## src/rtl/mips_avalon_arbiter.sv

```systemverilog
// N-master to 1-slave Avalon-MM arbiter: fixed-priority or round-robin, grant held per transaction.
// Optional watchdog (TOUT state, SLAVEERROR response) enabled by defining MIPS_ARB_TIMEOUT_EN.
module mips_avalon_arbiter #(
    parameter int NUM_MASTERS    = 2,
    parameter int ADDR_W         = 32,
    parameter int DATA_W         = 32,
    parameter int ARB_MODE       = 0,
    parameter int TIMEOUT_CYCLES = 1024
) (
    input  logic                              clk,
    input  logic                              reset,
    input  logic [NUM_MASTERS*ADDR_W-1:0]     m_address,
    input  logic [NUM_MASTERS*(DATA_W/8)-1:0] m_byteenable,
    input  logic [NUM_MASTERS-1:0]            m_read,
    input  logic [NUM_MASTERS-1:0]            m_write,
    input  logic [NUM_MASTERS*DATA_W-1:0]     m_writedata,
    output logic [NUM_MASTERS-1:0]            m_waitrequest,
    output logic [DATA_W-1:0]                 m_readdata,
    output logic [1:0]                        m_response,
    output logic [ADDR_W-1:0]                 s_address,
    output logic [(DATA_W/8)-1:0]             s_byteenable,
    output logic                              s_read,
    output logic                              s_write,
    output logic [DATA_W-1:0]                 s_writedata,
    input  logic                              s_waitrequest,
    input  logic [DATA_W-1:0]                 s_readdata,
    input  logic [1:0]                        s_response,
    output logic [NUM_MASTERS-1:0]            grant,
    output logic                              busy
);

    localparam int unsigned BE_W  = DATA_W / 8;
    localparam int unsigned IDX_W = (NUM_MASTERS > 1) ? $clog2(NUM_MASTERS) : 1;
`ifdef MIPS_ARB_TIMEOUT_EN
    localparam int unsigned TCNT_W = $clog2(TIMEOUT_CYCLES + 1);
`endif

    typedef enum logic [1:0] {
        S_IDLE = 2'd0,
        S_BUSY = 2'd1,
        S_TOUT = 2'd2
    } state_t;

    state_t                   r_state, w_state_nxt;
    logic [NUM_MASTERS-1:0]   r_grant, w_grant_nxt;
    logic [IDX_W-1:0]         r_gidx, w_gidx_nxt;
    logic [IDX_W-1:0]         r_rr_ptr, w_rr_nxt;
    logic [IDX_W-1:0]         w_win;
    logic                     w_found;
    logic                     r_busy;
    logic [NUM_MASTERS-1:0]   w_req;
    int                       w_idx;
`ifdef MIPS_ARB_TIMEOUT_EN
    logic [TCNT_W-1:0]        r_tcnt, w_tcnt_nxt;
`endif

    logic [ADDR_W-1:0]        w_g_addr;
    logic [BE_W-1:0]          w_g_be;
    logic [DATA_W-1:0]        w_g_wdata;
    logic                     w_g_read;
    logic                     w_g_write;

    assign w_req = m_read | m_write;
    assign grant = r_grant;
    assign busy  = r_busy;

    // Winner search: from index 0 (fixed) or from rr_ptr with wrap (round-robin).
    always_comb begin
        w_found = 1'b0;
        w_win   = '0;
        w_idx   = 0;
        for (int k = 0; k < NUM_MASTERS; k++) begin
            w_idx = (ARB_MODE == 1) ? (int'(r_rr_ptr) + k) % NUM_MASTERS : k;
            if (!w_found && w_req[w_idx]) begin
                w_found = 1'b1;
                w_win   = IDX_W'(w_idx);
            end
        end
    end

    // Select the granted master's request slices.
    always_comb begin
        w_g_addr  = '0;
        w_g_be    = '0;
        w_g_wdata = '0;
        w_g_read  = 1'b0;
        w_g_write = 1'b0;
        for (int i = 0; i < NUM_MASTERS; i++) begin
            if (r_gidx == IDX_W'(i)) begin
                w_g_addr  = m_address[i*ADDR_W +: ADDR_W];
                w_g_be    = m_byteenable[i*BE_W +: BE_W];
                w_g_wdata = m_writedata[i*DATA_W +: DATA_W];
                w_g_read  = m_read[i];
                w_g_write = m_write[i];
            end
        end
    end

    // Next-state and slave/master-side outputs.
    always_comb begin
        w_state_nxt   = r_state;
        w_grant_nxt   = r_grant;
        w_gidx_nxt    = r_gidx;
        w_rr_nxt      = r_rr_ptr;
`ifdef MIPS_ARB_TIMEOUT_EN
        w_tcnt_nxt    = r_tcnt;
`endif
        m_waitrequest = '1;
        m_readdata    = '0;
        m_response    = '0;
        s_address     = '0;
        s_byteenable  = '0;
        s_writedata   = '0;
        s_read        = 1'b0;
        s_write       = 1'b0;

        case (r_state)
            S_IDLE: begin
                if (w_found) begin
                    w_state_nxt = S_BUSY;
                    w_grant_nxt = NUM_MASTERS'(1) << w_win;
                    w_gidx_nxt  = w_win;
                    if (ARB_MODE == 1)
                        w_rr_nxt = (int'(w_win) == NUM_MASTERS - 1) ? '0 : w_win + 1'b1;
`ifdef MIPS_ARB_TIMEOUT_EN
                    w_tcnt_nxt  = '0;
`endif
                end
            end
            S_BUSY: begin
                s_address    = w_g_addr;
                s_byteenable = w_g_be;
                s_writedata  = w_g_wdata;
                s_read       = w_g_read;
                // A master raising both strobes is served as a read.
                s_write      = w_g_write & ~w_g_read;
                m_readdata   = s_readdata;
                m_response   = s_response;
                for (int i = 0; i < NUM_MASTERS; i++) begin
                    if (r_gidx == IDX_W'(i)) m_waitrequest[i] = s_waitrequest;
                end
                if (!(w_g_read | w_g_write) || !s_waitrequest) begin
                    w_state_nxt = S_IDLE;
                    w_grant_nxt = '0;
                end
`ifdef MIPS_ARB_TIMEOUT_EN
                else if (r_tcnt == TCNT_W'(TIMEOUT_CYCLES - 1)) begin
                    w_state_nxt = S_TOUT;
                end else begin
                    w_tcnt_nxt = r_tcnt + 1'b1;
                end
`endif
            end
`ifdef MIPS_ARB_TIMEOUT_EN
            S_TOUT: begin
                for (int i = 0; i < NUM_MASTERS; i++) begin
                    if (r_gidx == IDX_W'(i)) m_waitrequest[i] = 1'b0;
                end
                m_response  = 2'b10;
                w_state_nxt = S_IDLE;
                w_grant_nxt = '0;
            end
`endif
            default: begin
                w_state_nxt = S_IDLE;
                w_grant_nxt = '0;
            end
        endcase
    end

    always_ff @(posedge clk or negedge reset) begin
        if (!reset) begin
            r_state  <= S_IDLE;
            r_grant  <= '0;
            r_gidx   <= '0;
            r_rr_ptr <= '0;
            r_busy   <= 1'b0;
`ifdef MIPS_ARB_TIMEOUT_EN
            r_tcnt   <= '0;
`endif
        end else begin
            r_state  <= w_state_nxt;
            r_grant  <= w_grant_nxt;
            r_gidx   <= w_gidx_nxt;
            r_rr_ptr <= w_rr_nxt;
            r_busy   <= (w_state_nxt == S_BUSY);
`ifdef MIPS_ARB_TIMEOUT_EN
            r_tcnt   <= w_tcnt_nxt;
`endif
        end
    end

endmodule

```

## config.mk

```make
export PLATFORM = sky130hd
export DESIGN_NAME = mips_avalon_arbiter
export DESIGN_NICKNAME = d
export VERILOG_FILES = /design/src/rtl/mips_avalon_arbiter.sv
export SDC_FILE = /design/constraint.sdc
export NUM_CORES = 1
export LEC_CHECK = 0
export CAP_MARGIN = 10
export CORE_AREA = 5 5 107 109
export DETAILED_ROUTE_END_ITERATION = 16
export DIE_AREA = 0 0 112 114
export PLACE_DENSITY = 0.68
export SETUP_SLACK_MARGIN = 0.02
export SYNTH_ARGS = -nofsm -noshare
export SYNTH_HDL_FRONTEND = slang
export SYNTH_SLANG_ARGS = --single-unit
```

## constraint.sdc

```tcl
create_clock -name clk -period 1.65 [get_ports clk]
set_input_delay 0.2475 -clock clk [delete_from_list [all_inputs] [get_ports clk]]
set_output_delay 0.2475 -clock clk [all_outputs]
set_load 0.02 [all_outputs]
```

==> results.sh, run 1 <==
export IMPL_outcome="complete, but fails checks"
export IMPL_violations="setup timing"
export IMPL_total_power_mw=2.43
export IMPL_core_area_um2=10500
export IMPL_syn_cell_area_um2=1580
export IMPL_ir_worst_vdd_mv=0.272
export IMPL_finalMaxSlewViolations=0
export IMPL_vias=2777
export IMPL_crit_chain="buf_6, buf_12, buf_6, buf_6, a2111oi_4, a2bb2oi_1"
export IMPL_cts_hold_buf=0
export IMPL_cpPeakStageDelay_ns=0.49
export IMPL_first_pass_iters=4
export IMPL_period_share_pct=107
export IMPL_layout_commonest_cell="clkdlybuf4s50_1"
export IMPL_p_per_area_nw_per_um2=504
export IMPL_cp_slowest_cell="dfrtp_4"
export IMPL_area_growth_pct=206
export IMPL_die_h_um=114
export IMPL_final_cell_area_um2=4830
export IMPL_rrSetupSlack_ns=-0.11
export IMPL_avgViaCountPerCell=4.14
export IMPL_start_util_pct=15.0
export IMPL_drive_gt1_share_pct=30.0
export IMPL_rows=38
export IMPL_wl_per_cell_um=17.0
export IMPL_h_tree_depth=1
export IMPL_hold_viol=0
export IMPL_post_dp_cell_area_um2=4690
export IMPL_cts_tree="built"
export IMPL_clock_sinks=6
export IMPL_skew_ns=0.000959
export IMPL_route_detailed_drc=0
export IMPL_finalNetCount=708
export IMPL_cp_max_fo=7
export IMPL_max_freq_ghz=0.568
export IMPL_cp_end_kind="register"
export IMPL_clk_insertion_delay_late_ns=0.23
export IMPL_path_class="register to register"
export IMPL_fillerInstances=1033
export IMPL_layout_common_cells="clkdlybuf4s50_1, buf_4, nor2_1"
export IMPL_drt_wl_total_um=11400
export IMPL_clk_pin_slew_ns=0.04
export IMPL_required_ns=1.80
export IMPL_antenna_found_initial=0
export IMPL_grt_max_degree=40
export IMPL_diodes=0
export IMPL_place_gp_congestion=0.879
export IMPL_postSynthCellCount=220
export IMPL_timing_final_ws_setup_ns=-0.109
export IMPL_root_buffer="clkbuf_8"
export IMPL_maxCapViolCount=0
export IMPL_grt_pass1_vias=2792
export IMPL_yosysUniqueCellTypes=22
export IMPL_cp_data_arrival_time_ns=1.90
export IMPL_layoutNonFillerInstCount=670
export IMPL_grt_pass1_wl_um=14700
export IMPL_p_leak_nw=2.31
export IMPL_pre_cts_ws_ns=-0.246
export IMPL_finalCoreUtilization_pct=45.9
export IMPL_antenna_left=0
export IMPL_dpl_hpwl_um=8680
export IMPL_cts_buffers=3
export IMPL_cts_path_max_buffers=2
export IMPL_syn_area_per_cell_um2=7.17
export IMPL_placedCellCount=644
export IMPL_io_pins=286
export IMPL_die_area_um2=12800
export IMPL_overflow=0
export IMPL_io_buffers=285
export IMPL_rsz0062_at_grt="yes"
export IMPL_critPathTopFamily="compound AO/OA/AOI/OAI gates"
export IMPL_critPathLaunchType="register"
export IMPL_period_needed_ns=1.76
export IMPL_dieWidth_um=112
export IMPL_ys_ff_latch=6
export IMPL_synth_nets=397
export IMPL_ys_seq_area_share_pct=9.52
export IMPL_setup_violations_final=55
export IMPL_cp_common_cell="buf_6"
export IMPL_hp_class="input port to async pin"
export IMPL_grtUsageTotal_pct=14.1
export IMPL_crit_buf_inv=4
export IMPL_dr_first_iter_drc_count=86
export IMPL_yosysWarnings=0
==> synthesized netlist by cell type <==
library cell  instances  share of area (%)
a211o_1               1               0.56
or3_1                 2               0.79
buf_4                 6                2.9
nor2_1               74                 18
buf_6                 1               0.71
inv_1                 2               0.48
conb_1                1               0.24
nor3_1                2               0.63
a32o_1                1               0.63
a2111oi_4             1                1.7
and2_1               34                 13
a2bb2oi_1             2                1.1
buf_2                 2               0.63
clkbuf_1             10                2.4
o32a_1                1               0.63
nor2b_1               1               0.40
a32oi_1               1               0.56
dfrtp_1               6                9.5
nand3_1               1               0.32
mux2i_1              69                 44
a22o_1                1               0.56
nand2b_1              1               0.40
==> sequential cells by signal, summed over array words and instances, names as in the netlist <==
name / cells
busy: 1
grant: 2
r_gidx: 1
r_state: 2
==> stage by stage <==
step	TNS [ns]	hold WS, ns
2_1_floorplan	0	-0.0481
3_3_place_gp	-16.02	0.506
3_5_place_dp	-16.92	0.520
4_1_cts	-11.21	0.276
5_1_grt	-5.41	0.296
6_report	-1.87	0.275
==> routing by layer <==
layer  part of all wire (%)  wire length [µm]  global-route usage (%)
met5                      0                 0                       0
met4                    1.7               189                    3.53
met3                    8.2               938                    4.67
met2                     51              5760                    23.9
met1                     39              4490                    17.3
==> cells by family (layout without fill, tap and decap cells) <==
kind of cell / Yosys count / in the layout / synth area share [%]
AND/OR/NAND/NOR: 115 / 115 / 33.6
multiplexers: 69 / 69 / 43.8
buffers and inverters: 21 / 331 / 7.06
AO/OA/AOI/OAI: 8 / 8 / 5.79
flip-flops: 6 / 6 / 9.52
other: 1 / 1 / 0.238
==> repair_timing <==
item / in CTS / in global routing
resized for setup: 213 / 314
setup buffers: 1 / 10
endpoints found under the hold margin: 0 / 0
gates cloned: 0 / 11
setup endpoints to repair: 106 / 88
pin swaps: 0 / 8
==> where the power goes <==
group	switching (mW)	internal, mW
Sequential	0.0144	0.167
Clock	0.0713	0.167
Combinational	0.837	1.18
Total	0.923	1.51
==> cell type report <==
type / count / area (µm²) / share of cell area, %
Inverter: 2 / 7.51 / 0.156
Clock buffer: 4 / 45.0 / 0.933
Sequential cell: 6 / 154 / 3.19
Tap cell: 140 / 175 / 3.63
Multi-Input combinational cell: 193 / 1350 / 28.1
Timing Repair Buffer: 325 / 3090 / 64.0
==> worst paths after layout <==
kind,startpoint,end,cells after the start
max in group asynchronous,reset,r_gidx,1
worst min-delay path,reset,r_state[1],1
worst max-delay path,r_gidx,busy,6
worst max register to register,r_gidx,busy,6
min in group clk,grant[1],grant[1],1
worst min register to register,grant[1],grant[1],1
Power figures use the tool's default switching activity.
==> run 2, diff against run 1 <==
--- a/config.mk
+++ b/config.mk
@@ -11,6 +11,7 @@
 export DIE_AREA = 0 0 112 114
 export PLACE_DENSITY = 0.68
 export SETUP_SLACK_MARGIN = 0.02
+export SLEW_MARGIN = 15
 export SYNTH_ARGS = -nofsm -noshare
 export SYNTH_HDL_FRONTEND = slang
 export SYNTH_SLANG_ARGS = --single-unit
==> results of run 2 <==
No change in the layout: final DEF, timing and power equal those of run 1.
